[config.mk]
export PLATFORM = sky130hd
export DESIGN_NAME = jk_pattern_driver
export DESIGN_NICKNAME = d
export VERILOG_FILES = /design/src/rtl/jk_pattern_pkg.sv /design/src/rtl/jk_pattern_chk.sv /design/src/rtl/jk_pattern_driver.sv
export SDC_FILE = /design/constraint.sdc
export NUM_CORES = 1
export LEC_CHECK = 0
export BUFFER_PORTS_ARGS = -buffer_cell sky130_fd_sc_hd__clkbuf_2
export CAP_MARGIN = 20
export CORE_MARGIN = 2
export CORE_UTILIZATION = 54
export DETAILED_ROUTE_END_ITERATION = 10
export PLACE_DENSITY_LB_ADDON = 0.08
export SLEW_MARGIN = 10
export SYNTH_ARGS = -nofsm -noshare
export SYNTH_HDL_FRONTEND = slang
export SYNTH_HIERARCHICAL = 1
export SYNTH_SLANG_ARGS = --single-unit
[constraint.sdc]
create_clock -name clk -period 1.65 [get_ports clk]
set_input_delay 0.4125 -clock clk [delete_from_list [all_inputs] [get_ports clk]]
set_output_delay 0.4125 -clock clk [all_outputs]
set_load 0.05 [all_outputs]
[src/rtl/jk_pattern_pkg.sv]
// Shared types and the J/K excitation rule for the JK pattern driver.
package jk_pattern_pkg;

  typedef enum logic [1:0] {IDLE, PRIME, DRIVE, TAIL} state_e;

  localparam int MODE_SR = 0;
  localparam int MODE_HT = 1;

  // Returns {j,k} that moves a JK flop from exp_b to n.
  function automatic logic [1:0] jk_excite(input logic exp_b, input logic n, input int mode);
    if (mode == MODE_HT) return (n == exp_b) ? 2'b00 : 2'b11;
    return {n, ~n};
  endfunction

endpackage

[src/rtl/jk_pattern_chk.sv]
// Compares flop feedback with the expected bit and keeps a saturating miss count.
module jk_pattern_chk #(
  parameter int CNT_W = 4
) (
  input  logic             clk,
  input  logic             reset,
  input  logic             clr,
  input  logic             chk_en,
  input  logic             q_fb,
  input  logic             exp_bit,
  output logic [CNT_W-1:0] err_cnt
);

  logic [CNT_W-1:0] cnt_q;
  logic             miss;

  assign miss    = chk_en && (q_fb != exp_bit);
  assign err_cnt = cnt_q;

  always_ff @(posedge clk) begin
    if (reset || clr)             cnt_q <= '0;
    else if (miss && cnt_q != '1) cnt_q <= cnt_q + 1'b1;
  end

endmodule

[src/rtl/jk_pattern_driver.sv]
// Drives j/k so a downstream JK flop replays a pattern LSB first, and checks its q.
module jk_pattern_driver import jk_pattern_pkg::*; #(
  parameter int WIDTH = 8,
  parameter int CNT_W = 4,
  parameter int MODE  = MODE_SR
) (
  input  logic             clk,
  input  logic             reset,
  input  logic             pat_valid,
  input  logic [WIDTH-1:0] pat_data,
  output logic             pat_ready,
  input  logic             q_fb,
  output logic             j,
  output logic             k,
  output logic             busy,
  output logic             done,
  output logic [CNT_W-1:0] err_cnt,
  output logic             pass
);

  localparam int IDX_W = (WIDTH > 2) ? $clog2(WIDTH) : 1;
  localparam logic [IDX_W-1:0] LAST = IDX_W'(WIDTH - 1);

  state_e           state_q, state_d;
  logic [WIDTH-1:0] pat_q, pat_d;
  logic [IDX_W-1:0] idx_q, idx_d;
  logic             tgt_q, tgt_d;     // value the flop will hold after the current drive
  logic             qexp_q, qexp_d;   // value q_fb should show right now
  logic [1:0]       jk_q, jk_d;
  logic             busy_q, done_q, done_d, pass_q, pass_d;
  logic             clr, chk_en;

  assign pat_ready = (state_q == IDLE);
  assign j         = jk_q[1];
  assign k         = jk_q[0];
  assign busy      = busy_q;
  assign done      = done_q;
  assign pass      = pass_q;
  assign chk_en    = (state_q == DRIVE) || (state_q == TAIL);

  always_ff @(posedge clk) begin
    if (reset) begin
      state_q <= IDLE;
      pat_q   <= '0;
      idx_q   <= '0;
      tgt_q   <= 1'b0;
      qexp_q  <= 1'b0;
      jk_q    <= 2'b00;
      busy_q  <= 1'b0;
      done_q  <= 1'b0;
      pass_q  <= 1'b0;
    end else begin
      state_q <= state_d;
      pat_q   <= pat_d;
      idx_q   <= idx_d;
      tgt_q   <= tgt_d;
      qexp_q  <= qexp_d;
      jk_q    <= jk_d;
      busy_q  <= (state_d != IDLE);
      done_q  <= done_d;
      pass_q  <= pass_d;
    end
  end

  always_comb begin
    state_d = state_q;
    pat_d   = pat_q;
    idx_d   = idx_q;
    tgt_d   = tgt_q;
    qexp_d  = tgt_q;
    jk_d    = 2'b00;
    done_d  = 1'b0;
    pass_d  = pass_q;
    clr     = 1'b0;
    unique case (state_q)
      IDLE: if (pat_valid) begin
        pat_d   = pat_data;
        idx_d   = '0;
        tgt_d   = 1'b0;
        jk_d    = 2'b01;
        pass_d  = 1'b0;
        clr     = 1'b1;
        state_d = PRIME;
      end
      PRIME: begin
        jk_d    = jk_excite(tgt_q, pat_q[0], MODE);
        tgt_d   = pat_q[0];
        pat_d   = pat_q >> 1;
        state_d = DRIVE;
      end
      DRIVE: if (idx_q == LAST) begin
        state_d = TAIL;
      end else begin
        jk_d  = jk_excite(tgt_q, pat_q[0], MODE);
        tgt_d = pat_q[0];
        pat_d = pat_q >> 1;
        idx_d = idx_q + 1'b1;
      end
      TAIL: begin
        // Fold the tail check into pass, since err_cnt only updates on this edge.
        state_d = IDLE;
        done_d  = 1'b1;
        pass_d  = (err_cnt == '0) && (q_fb == qexp_q);
      end
      default: state_d = IDLE;
    endcase
  end

  jk_pattern_chk #(.CNT_W(CNT_W)) u_chk (
    .clk     (clk),
    .reset   (reset),
    .clr     (clr),
    .chk_en  (chk_en),
    .q_fb    (q_fb),
    .exp_bit (qexp_q),
    .err_cnt (err_cnt)
  );

endmodule
======== Word-level counts from Yosys, hierarchy flattened ========
Cells that the tools add are included.
word-level totals
  register bits ........................... 24
  bits in latches ......................... 0
  RAM bits ................................ 0
  memory bits (read-only) ................. 0
  bits of input ports ..................... 12
  output and inout port bits .............. 10
  word-level logic and storage cells ...... 55
  memories kept ........................... 0
cells by class
  add/subtract/negate cells ............... 2
  $mul .................................... 0
  div/mod/pow operators ................... 0
  order comparisons ....................... 0
  equal/unequal tests ..................... 9
  shift operators ......................... 0
  multiplexer cells ....................... 19
  bitwise logic cells ..................... 1
  reductions and logical operators ........ 14
operator list
  operator                                                         number
  8-bit case mux with 3 select lines                               1
  8-bit two-way mux                                                2
  2-bit case mux with 4 select lines                               1
  1-bit two-way mux                                                6
  2-bit two-way mux                                                3
  3-bit two-way mux                                                2
  2-bit case mux with 3 select lines                               1
  3-bit case mux with 2 select lines                               1
  3-bit AND reduction                                              2
  2-bit nonzero test                                               3
  4-bit by 1-bit adder with 4-bit output, second input constant    1
  2-bit == test, second input constant                             2
  4-bit zero test                                                  1
  2-bit != test, second input constant                             2
  4-bit != test, second input constant                             1
  3-bit by 1-bit adder with 3-bit output, second input constant    1
  3-bit == test, second input constant                             1
  1-bit logical AND                                                3
  1-bit case mux with 3 select lines                               1
  3-bit nonzero test                                               1
  2-bit by 1-bit == test with 1-bit output, second input constant  1
  2-bit zero test                                                  1
  1-bit logical OR                                                 2
  1-bit case mux with 2 select lines                               1
  4 further kinds                                                  4

======== Logic depth before layout (Yosys ltp) ========
  depth in word-level cells ............... 4
  gate-level depth with buffers ........... 7
  gate-level depth less buffers ........... 7

======== Modules after synthesis ========
Netlist, hierarchy kept.
by module, submodules not included
  module             instances  cells each  area an instance (um^2)  sequential area each (um^2)
  jk_pattern_driver  1          102         1,041.0                  400.4
  jk_pattern_chk     1          26          235.2                    80.1

======== Least setup slack after synthesis ========
OpenSTA, ideal clock, no wires.
  kind .................................... reg-to-reg
  start ................................... reg state_q[0]
  end ..................................... reg busy_q (netlist: busy)
  setup time .............................. 134 ps
  arrival ................................. 1,575 ps
  required time ........................... 1,516 ps
  setup slack ............................. -59 ps
  stages on the path, launching flop included .. 7
  path buffers ............................ 1
  period minus slack after synthesis ...... 1,709 ps
  cells stage by stage .................... dfxtp_1 inv_1 ha_1 nand2b_2 buf_2 o22ai_1 o21bai_1
on the way
  longest elaborated chain between the ends .. 3
  elaborated cells between the ends (all ways) .. 8
  those cells by class .................... eq/ne (3); mux (3); reduce/logical (2)
ends and longest elaborated chain
  element                             RTL line                 source
  from (decl)                         jk_pattern_driver.sv:24  state_e state_q, state_d;
  from (signal assigned)              jk_pattern_driver.sv:53  state_q <= state_d;
  2-bit zero test                     -
  via pat_ready                       jk_pattern_driver.sv:11  output logic pat_ready,
  2-bit case mux with 4 select lines  jk_pattern_driver.sv:75  unique case (state_q)
  2-bit nonzero test                  jk_pattern_driver.sv:59  busy_q <= (state_d != IDLE);
  to (signal assigned)                jk_pattern_driver.sv:59
  to (decl)                           jk_pattern_driver.sv:30  logic busy_q, done_q, done_d, pass_q, pass_d;
The timed path passes the listed nets, and every way through them passes these cells.
A chain may end at the register's enable or synchronous reset.

======== Worst setup path in the final report ========
  start ................................... reg state_q[1]
  end ..................................... out pat_ready
on the way
  longest elaborated chain between the ends .. 1
ends and longest elaborated chain
  element          RTL line                 source
  2-bit zero test  jk_pattern_driver.sv:33  assign pat_ready = (state_q == IDLE);
  to (decl)        jk_pattern_driver.sv:11
No other way between the ends.

==> key figures <==
Outcome
  • Outcome: complete, no violations

GRT
  • Vias in the first global route: between 900 and 1000
  • Antenna violations before repair: 0
  • GRT Util Overall: 21.65%
  • First-pass GRT wire length: 4257 µm
  • Maximum number of pins on one net before global-route repair: 15
  • GRT Residual Overflow: 0

Worst setup path
  • Critical R2R Launch: state_q[0]
  • CP Cell Sequence: inv_1, ha_4, clkbuf_8
  • Slowest cell delay on critical path: around 0.36 ns
  • Startpoint Class: register
  • Crit-path max FO: 6
  • Setup CP Type: reg -> out
  • Critical Path RT: ~1.2 ns
  • Slowest CP cell: dfxtp_2
  • WP data arrival: around 1.2 ns
  • CP Capture Type: output port
  • Worst setup path start: state_q[1]

Timing
  • RSZ-0062 raised after global routing: false
  • Max Clock Freq: 625.8 MHz
  • Slew margin rel.: 64.22%
  • Setup TNS: 0 ns
  • Final Skew: 0.003242 ns
  • Final Max Slew Viols: 0
  • Setup violators final: 0
  • Post-route minimum period: between 1.5 and 2 ns
  • Final hold vios: 0
  • Tightest Pin Transition: 0.5329 ns
  • Final worst-path cycle share: 96.84%

Logic synthesis
  • Syn Nets: 148
  • Distinct cells, synth: 41
  • Asr flop ratio synth: 0%
  • Synth top area cells: dfxtp_1, ha_1, mux2i_1
  • Post-synth top flop: dfxtp_1
  • Synth warn: 6
  • Synth area leader: dfxtp_1
  • Post-synthesis cell count: 128
  • Avg Cell Area, Syn: 9.971 µm²
  • Synth top cells by count: dfxtp_1, a21oi_1, mux2i_1, ha_1
  • Most frequent cell after synthesis: dfxtp_1
  • Sequential share of the synthesized area: between 30% and 40%
  • Post-Syn Area: 1276 µm²
  • EDFF count, synth: 0
  • Register bit total from synthesis: 24
  • Synth top area share: roughly 38%

Final layout
  • Synthesis-to-layout area growth: 16.76%
  • Final Non-Filler Cells: 182
  • Layout cell share with drive strength beyond 1: 33.77%
  • Number of fill cells in the layout: 186
  • ANT cells: 0
  • # nets final: 175

Min path
  • Hold_sp: pat_valid
  • Min-Delay Path Class: in -> reg

CTS
  • Clk_lat worst skew: 0.32 ns
  • TritonCTS clock tree: done
  • TritonCTS Buffers: 3
  • Clock buffer depth: 2
  • CTS root buffer: clkbuf_4
  • CTS clk-pin slew, worst paths: 0.13 ns
  • Clock sink total: 24
  • H-tree Lvls: 1

Place
  • DP HPWL: 1924 µm
  • Port bufs: 21
  • Dpl cells: 177
  • Gpl congestion: roughly 0.74

Drt
  • Antenna Nets Post-Route: 0
  • DR vias: 1014
  • Drt first pass iters: 4
  • Initial DRC count: 8
  • WL final: about 2600 µm
  • Drt via density: 5.571
  • WL/cell: ~14 µm
  • # DRC: 0

Pwr
  • Leak pwr: 0.6477 nW
  • Peak VDD IR: between 1 and 1.5 mV
  • PwrDens: 1614 nW/µm²

Flow run
  • Max Cap Viol: 0

Die
  • Die height: around 53 µm
  • Core area: 2233 µm²
  • Cell row count: 17
  • Initial Util: 57.14%
  • # IOs: 22
  • Die area: 2768 µm²
  • Die X: 52.62 µm
[critical path, delay by kind of cell (launching register included)]
kind | cells | cell delay (ns)
flops | 1 | 0.36
fa+ha+maj | 1 | 0.20
buf+inv | 2 | 0.31
[sequential cells by signal, indices dropped and copies added (netlist names)]
signal	flops
idx_q	3
pat_q	8
qexp_d	1
busy	1
done	1
jk_q	2
qexp_q	1
pass	1
u_chk/err_cnt	4
state_q	2
[final timing paths]
kind                            to  slack (ns)  depth (start not counted)
setup / recovery         pat_ready        0.05                          3
hold / removal             jk_q[0]        0.41                          3
setup reg to reg  u_chk/err_cnt[0]        0.11                          6
hold reg to reg           pat_q[7]        0.49                          2
[final cells by class]
| type | instances | area (µm²) | area share [%] |
|---|---|---|---|
| clock buffers | 4 | 36.28 | 2.435 |
| inverters | 7 | 26.28 | 1.763 |
| multi-input cells | 91 | 743.2 | 49.87 |
| flip-flops and latches | 24 | 483.0 | 32.41 |
| well taps | 28 | 35.03 | 2.351 |
| repair buffers | 28 | 166.4 | 11.17 |
[metrics by stage]
stage	power, mW	setup slack [ns]	hold slack, ns	area (µm²)	util [%]
2_1_floorplan	1.808	0.1144	0.4303	1279	-
3_3_place_gp	1.957	0.1394	0.4439	1411	63.19
3_5_place_dp	2.002	0.07820	0.4752	1411	63.19
4_1_cts	2.397	0.04664	0.4089	1468	65.71
5_1_grt	2.555	0.0008933	0.4217	1490	66.72
6_report	2.405	0.05207	0.4090	1490	66.72
[power breakdown]
part	switching [mW]	internal, mW
clock network	0.178	0.135
registers	0.0990	0.736
logic	0.731	0.526
[kinds of logic (layout without fill, tap and decap cells)]
kind of cell	Yosys count	in the layout	share of synthesized area, %
compound gates	35	35	21.47
flops	24	24	37.65
mux	10	10	7.843
buf+inv	13	39	6.177
fa+ha+maj	8	8	7.843
simple gates	35	35	16.96
xor+xnor	3	3	2.059
[cells in the final DEF, fill, tap and decap left out, types with 2 or more instances in the layout]
cell type	n
a211oi_2	7
a21boi_0	2
a21oi_1	10
and2_1	2
buf_4	7
clkbuf_2	20
clkbuf_4	3
clkbuf_8	2
dfxtp_1	22
dfxtp_2	2
ha_1	5
ha_2	2
inv_1	6
mux2i_1	10
nand2_1	3
nand2b_1	3
nand3_1	3
nand3b_1	2
nand4_1	4
nor2_1	4
nor2b_1	3
nor4_1	2
o21a_1	2
o21ai_0	5
o21ai_2	2
o21bai_1	2
xnor2_1	2
[what timing repair did]
action	in CTS	in global routing
setup endpoints to repair	1	9
buffers inserted	0	1
resized for setup	4	5
hold buffers	0	0
hold endpoints to repair	0	0
pin swaps	0	1
[routing by layer]
| layer | global-route usage [%] | share of wire (%) |
|---|---|---|
| met4 | 12.82 | 2.2 |
| met1 | 23.85 | 44 |
| met2 | 39.17 | 51 |
| met5 | 0 | 0 |
| met3 | 2.571 | 2.6 |
Power figures use the tool's default switching activity.
